[config.mk]
export PLATFORM = sky130hd
export DESIGN_NAME = bm_coinc_trigger
export DESIGN_NICKNAME = d
export VERILOG_FILES = /design/src/rtl/bm_trig_pkg.sv /design/src/rtl/bm_popcount.sv /design/src/rtl/bm_coinc_trigger.sv
export SDC_FILE = /design/constraint.sdc
export NUM_CORES = 1
export LEC_CHECK = 0
export BUFFER_PORTS_ARGS = -buffer_cell sky130_fd_sc_hd__buf_2
export CAP_MARGIN = 20
export CORE_ASPECT_RATIO = 2
export CORE_MARGIN = 2
export CORE_UTILIZATION = 50
export CTS_CLUSTER_SIZE = 25
export DETAILED_ROUTE_END_ITERATION = 8
export PLACE_DENSITY = 0.84
export SETUP_SLACK_MARGIN = 0.1
export SYNTH_ARGS = -nofsm -noshare
export SYNTH_HDL_FRONTEND = slang
export SYNTH_SLANG_ARGS = --single-unit
[constraint.sdc]
create_clock -name clk -period 10.9 [get_ports clk]
set_input_delay 0.545 -clock clk [delete_from_list [all_inputs] [get_ports clk]]
set_output_delay 0.545 -clock clk [all_outputs]
set_load 0.03 [all_outputs]
[src/rtl/bm_trig_pkg.sv]
// Shared types, default parameters and width helper for the beam-monitor coincidence trigger.
package bm_trig_pkg;

    typedef enum logic [1:0] {
        IDLE = 2'd0,
        FIRE = 2'd1,
        DEAD = 2'd2
    } state_t;

    localparam int DEF_WIDTH      = 48;
    localparam int DEF_MULT_W     = 5;
    localparam int DEF_TRIG_WIDTH = 4;
    localparam int DEF_DEADTIME   = 16;
    localparam int DEF_CNT_WIDTH  = 32;
    localparam int PSC_W          = 8;

    // Bits needed to count 0..value-1; never narrower than one bit.
    function automatic int bm_clog2(input int value);
        int result;
        int v;
        result = 0;
        v      = value - 1;
        while (v > 0) begin
            result = result + 1;
            v      = v >>> 1;
        end
        return (result < 1) ? 1 : result;
    endfunction

endpackage

[src/rtl/bm_popcount.sv]
// Combinational population count of the per-bar coincidence vector.
module bm_popcount #(
    parameter int NBARS  = 24,
    parameter int MULT_W = 5
) (
    input  logic [NBARS-1:0]  bits,
    output logic [MULT_W-1:0] count
);

    // NOTE: inside always_comb, blocking '=' is correct and every output gets a
    // default first so no path leaves it unassigned (which would infer a latch).
    always_comb begin
        count = '0;
        for (int i = 0; i < NBARS; i++) begin
            count = count + MULT_W'(bits[i]);
        end
    end

endmodule

[src/rtl/bm_coinc_trigger.sv]
// Bar end-to-end coincidence, multiplicity threshold trigger with fixed width and dead time.
// Optional BM_PRESCALE_EN adds a prescale input that issues every (prescale+1)-th candidate.
module bm_coinc_trigger
    import bm_trig_pkg::*;
#(
    parameter int WIDTH      = DEF_WIDTH,
    parameter int MULT_W     = DEF_MULT_W,
    parameter int TRIG_WIDTH = DEF_TRIG_WIDTH,
    parameter int DEADTIME   = DEF_DEADTIME,
    parameter int CNT_WIDTH  = DEF_CNT_WIDTH
) (
    input  logic                 clk,
    input  logic                 reset,
    input  logic                 enable,
    input  logic [WIDTH-1:0]     hits,
    input  logic [MULT_W-1:0]    mult_thresh,
`ifdef BM_PRESCALE_EN
    input  logic [PSC_W-1:0]     prescale,
`endif
    output logic                 trig_out,
    output logic [WIDTH/2-1:0]   pattern_out,
    output logic                 pattern_valid,
    output logic [MULT_W-1:0]    mult_out,
    output logic [CNT_WIDTH-1:0] trig_count,
    output logic                 busy
);

    localparam int NBARS   = WIDTH / 2;
    localparam int TMR_MAX = (TRIG_WIDTH > DEADTIME) ? TRIG_WIDTH : DEADTIME;
    localparam int TMR_W   = bm_clog2(TMR_MAX);

    localparam logic [TMR_W-1:0] FIRE_LAST = TMR_W'(TRIG_WIDTH - 1);
    localparam logic [TMR_W-1:0] DEAD_LAST = (DEADTIME > 0) ? TMR_W'(DEADTIME - 1) : '0;

    logic [NBARS-1:0]  coinc_d;
    logic [NBARS-1:0]  coinc_q;
    logic [NBARS-1:0]  pat_q;
    logic [MULT_W-1:0] mult_d;
    logic [MULT_W-1:0] mult_q;

    state_t            state;
    state_t            state_next;
    logic [TMR_W-1:0]  tmr;
    logic [TMR_W-1:0]  tmr_next;
    logic              candidate;
    logic              fire_start;

    // Stage 1: a bar counts only when both PMT ends fire in the same cycle.
    always_comb begin
        coinc_d = '0;
        for (int i = 0; i < NBARS; i++) begin
            coinc_d[i] = hits[2*i] & hits[2*i+1];
        end
    end

    // NOTE: clocked state uses non-blocking '<=' so every flop samples the
    // pre-edge values regardless of statement order.
    always_ff @(posedge clk or posedge reset) begin
        if (reset) begin
            coinc_q <= '0;
        end else begin
            coinc_q <= coinc_d;
        end
    end

    bm_popcount #(
        .NBARS  (NBARS),
        .MULT_W (MULT_W)
    ) u_popcount (
        .bits  (coinc_q),
        .count (mult_d)
    );

    // Stage 2: multiplicity and pattern travel together into the FSM stage.
    always_ff @(posedge clk or posedge reset) begin
        if (reset) begin
            mult_q <= '0;
            pat_q  <= '0;
        end else begin
            mult_q <= mult_d;
            pat_q  <= coinc_q;
        end
    end

    // A zero threshold is treated as "trigger off" rather than "always fire".
    assign candidate = enable && (mult_thresh != '0) && (mult_q >= mult_thresh);

`ifdef BM_PRESCALE_EN
    logic [PSC_W-1:0] psc_cnt;
    logic [PSC_W-1:0] psc_next;
`endif

    // Stage 3: FSM next state; candidates outside IDLE are simply ignored.
    always_comb begin
        state_next = state;
        tmr_next   = tmr;
        fire_start = 1'b0;
`ifdef BM_PRESCALE_EN
        psc_next   = psc_cnt;
`endif
        case (state)
            IDLE: begin
                if (candidate) begin
`ifdef BM_PRESCALE_EN
                    if (psc_cnt == prescale) begin
                        fire_start = 1'b1;
                        psc_next   = '0;
                    end else begin
                        psc_next   = psc_cnt + 1'b1;
                    end
`else
                    fire_start = 1'b1;
`endif
                end
                if (fire_start) begin
                    state_next = FIRE;
                    tmr_next   = '0;
                end
            end
            FIRE: begin
                if (tmr == FIRE_LAST) begin
                    tmr_next   = '0;
                    state_next = (DEADTIME == 0) ? IDLE : DEAD;
                end else begin
                    tmr_next   = tmr + 1'b1;
                end
            end
            DEAD: begin
                if (tmr == DEAD_LAST) begin
                    tmr_next   = '0;
                    state_next = IDLE;
                end else begin
                    tmr_next   = tmr + 1'b1;
                end
            end
            default: begin
                state_next = IDLE;
                tmr_next   = '0;
            end
        endcase
    end

    always_ff @(posedge clk or posedge reset) begin
        if (reset) begin
            state <= IDLE;
            tmr   <= '0;
        end else begin
            state <= state_next;
            tmr   <= tmr_next;
        end
    end

`ifdef BM_PRESCALE_EN
    always_ff @(posedge clk or posedge reset) begin
        if (reset) begin
            psc_cnt <= '0;
        end else begin
            psc_cnt <= psc_next;
        end
    end
`endif

    // Outputs are registered from the next state so they line up with the state flops.
    always_ff @(posedge clk or posedge reset) begin
        if (reset) begin
            trig_out      <= 1'b0;
            busy          <= 1'b0;
            pattern_valid <= 1'b0;
            pattern_out   <= '0;
            mult_out      <= '0;
            trig_count    <= '0;
        end else begin
            trig_out      <= (state_next == FIRE);
            busy          <= (state_next != IDLE);
            pattern_valid <= fire_start;
            if (fire_start) begin
                pattern_out <= pat_q;
                mult_out    <= mult_q;
                if (trig_count != '1) begin
                    trig_count <= trig_count + CNT_WIDTH'(1);
                end
            end
        end
    end

endmodule

==> impl_metrics.ini <==
[status]
outcome = finished, final reports clean

[floorplan]
die-area_um2 = 11700
die_x_um = 77.6
core_um2 = 10500
rows = 53
start_util_pct = 51.3
die_y_um = 151
pin_count = 120

[logic_synthesis]
yosys.cell_types.count = 47
ys_ff_latch = 123
synth_nets = 496
yosysWarnings = 0
synth_edf_count = 0
synth_ff_type = dfrtp_1
synth.avg_cell_area_um2 = 13.4
synthArstFlopShare_pct = 100
ys_seq_area_share_pct = 56.9
syn_inst = 405
synthesis.area_um2 = 5410

[clock_tree]
cts_htree_levels = 4
clock-sinks = 123
cts_tree = yes
clkLatencyLatePin_ns = 0.41
holdBufCountCts = 0
clk_pin_slew_ns = 0.05
cts_setup_buffers = 0
clock_tree.buffer_depth = 2
cts_resized = 0
cts_buffers = 17
root_buffer = clkbuf_16

[detailed_routing]
firstDrtPassIters = 4
wl_per_cell_um = 15.8
via_per_inst = 5.14
vias = 3550
route.detailed.drc = 0
routed_wl_mm = 10.9
final_antenna_net_count = 0
drt_iter0_drc = 122

[run]
max_cap_violations = 0

[critical_path]
critical_path_class = reg -> reg
r2r_end = mult_q[4]
setup.worst_path.end_class = flop
worst_setup_path_start_kind = flop
critical-path-slowest-cell = fa_1
cp.required_ns = 11.19
path_common_cell = fa_1
crit-reg2reg-launch = coinc_q[1]
path_cells = ha_1, inv_1, fa_1, fa_1, fa_1, fa_1, fa_1, fa_1, inv_1, fa_1, a21o_1, a21o_1
slowest_delay_ns = 0.55
ff2ff_path_depth = 12
crit_end = mult_q[4]
critical_path.startpoint = coinc_q[1]
crit_arrival_ns = 4.57
rrSetupSlack_ns = 6.62
worstPathMaxFanout = 2

[power_and_ir_drop]
power_density_nw_per_um2 = 237
p_leak_nw = 3.45
ir_drop_mv = 0.142

[grt]
grt_overflow_total = 0
grt_pass1_vias = 3748
antenna_found_initial = 1
grt_max_degree = 77
grt_pass1_wl_mm = 17.9
grt_use_total_pct = 20.2

[cells_and_area]
utilization_pct = 64.0
synthToLayoutAreaGrowth_pct = 24.8
drive_above_1_share_pct = 35.5
fin_nets = 630

[placed_design]
portBuffers = 119
gp_congestion = 0.842
hpwl_mm = 7.99

[min_path]
hp-class = in -> async

[sta]
rsz0062_at_grt = no
slew_headroom_pct = 39.3
holdWs_ns = 0.331
fmax_mhz = 234
maxSlewViolCount = 0
clock_skew_ns = 0.00889
hold_viol = 0
final.setup.tns_ns = 0
worstMarginPinSlew_ns = 0.910
setup_viol = 0
post-route-period-util_pct = 39.3
min_period_ns = 4.28
-- metrics by stage --
step | power, mW | area (um2) | instances | setup WS (ns)
2_1_floorplan | 0.926 | 5410 | 405 | 6.79
3_3_place_gp | 1.03 | 6150 | 657 | 6.72
3_5_place_dp | 1.06 | 6150 | 657 | 6.63
4_1_cts | 1.62 | 6750 | 689 | 6.61
5_1_grt | 1.69 | 6750 | 690 | 6.46
6_report | 1.60 | 6750 | 690 | 6.62
-- cells in the mapped netlist (3+ instances only) --
cell     count  area, um2
a21o_1       4       30.0
a21oi_1      7       35.0
and2_1      26        163
and3_1      11       68.8
buf_6        3       33.8
dfrtp_1    123       3080
fa_1        17        340
ha_1        18        225
inv_1       40        150
mux2_2      18        203
mux2_4      12        180
nand2_1     12       45.0
nand3_1     18       90.1
nand4_1     13       81.3
nor2_1       7       26.3
nor2b_1      3       18.8
nor3_1       4       20.0
o21ai_0      4       20.0
xnor2_1     29        254
xor2_1       3       26.3
-- registers in the layout (all words and copies together) (netlist names) --
register / cells
busy: 1
coinc_q: 24
mult_out: 5
mult_q: 5
pat_q: 24
pattern_out: 24
pattern_valid: 1
state: 2
tmr: 4
trig_count: 32
trig_out: 1
-- worst max-delay path, delay by kind of cell (launching register included) --
kind / cells / cell delay [ns]
AOI/OAI and AO/OA: 2 / 0.37
DFF: 1 / 0.39
adders and majority gates: 8 / 3.31
buffers and inverters: 2 / 0.10
-- where the power goes --
group          total, mW  internal (mW)  switching (mW)
Sequential         0.583          0.535          0.0475
Combinational      0.466          0.185           0.282
Clock              0.553          0.349           0.204
-- how the worst min path moves through the flow --
stage | to | cells after the start
after floorplan | pat_q[11] | 0
after global placement | pat_q[1] | 0
after detailed placement | pat_q[3] | 0
after CTS | coinc_q[18] | 2
after global routing | coinc_q[8] | 2
final | trig_count[18] | 2
-- placed cells by master (no fill, tap or decap), types with 7 or more instances in the layout --
cell type  count
ha_1          18
xnor2_1       29
a21oi_1        7
inv_1         39
clkbuf_16     17
mux2_2        18
nand3_1       18
nor2_1         7
and2_1        26
nand4_1       13
buf_2        119
dfrtp_1      123
nand2_1       12
mux2_4        12
fa_1          17
and3_1        11
-- kinds of logic (layout without fill, tap and decap cells) --
| family | after synthesis | after routing | share of synthesized area (%) |
|---|---|---|---|
| adders and majority gates | 35 | 35 | 10.5 |
| DFF | 123 | 123 | 56.9 |
| other | 0 | 1 | 0 |
| AOI/OAI and AO/OA | 28 | 28 | 3.84 |
| xor gates and xnor gates | 32 | 32 | 5.18 |
| buffers and inverters | 46 | 193 | 3.65 |
| muxes | 31 | 31 | 7.26 |
| and+or+nand+nor | 110 | 110 | 12.7 |
-- final cells by class --
type | instances | area (um2)
tap | 137 | 171
antenna | 1 | 2.50
fill | 789 | 3790
inverter | 40 | 153
sequential | 123 | 3080
clock buffer | 19 | 453
multi-input combinational | 236 | 2140
clock inverter | 13 | 144
timing repair buffer | 121 | 611
-- layer usage --
layer  up-vias  GRT usage [%]  routed length [um]
li1       1634              -                   -
met4         0           9.46                 230
met5         -              0                   0
met3        21           5.96                 528
met1      1763           20.5                3760
met2       132           37.3                6390
No activity file was read; power rests on OpenSTA's default activity.
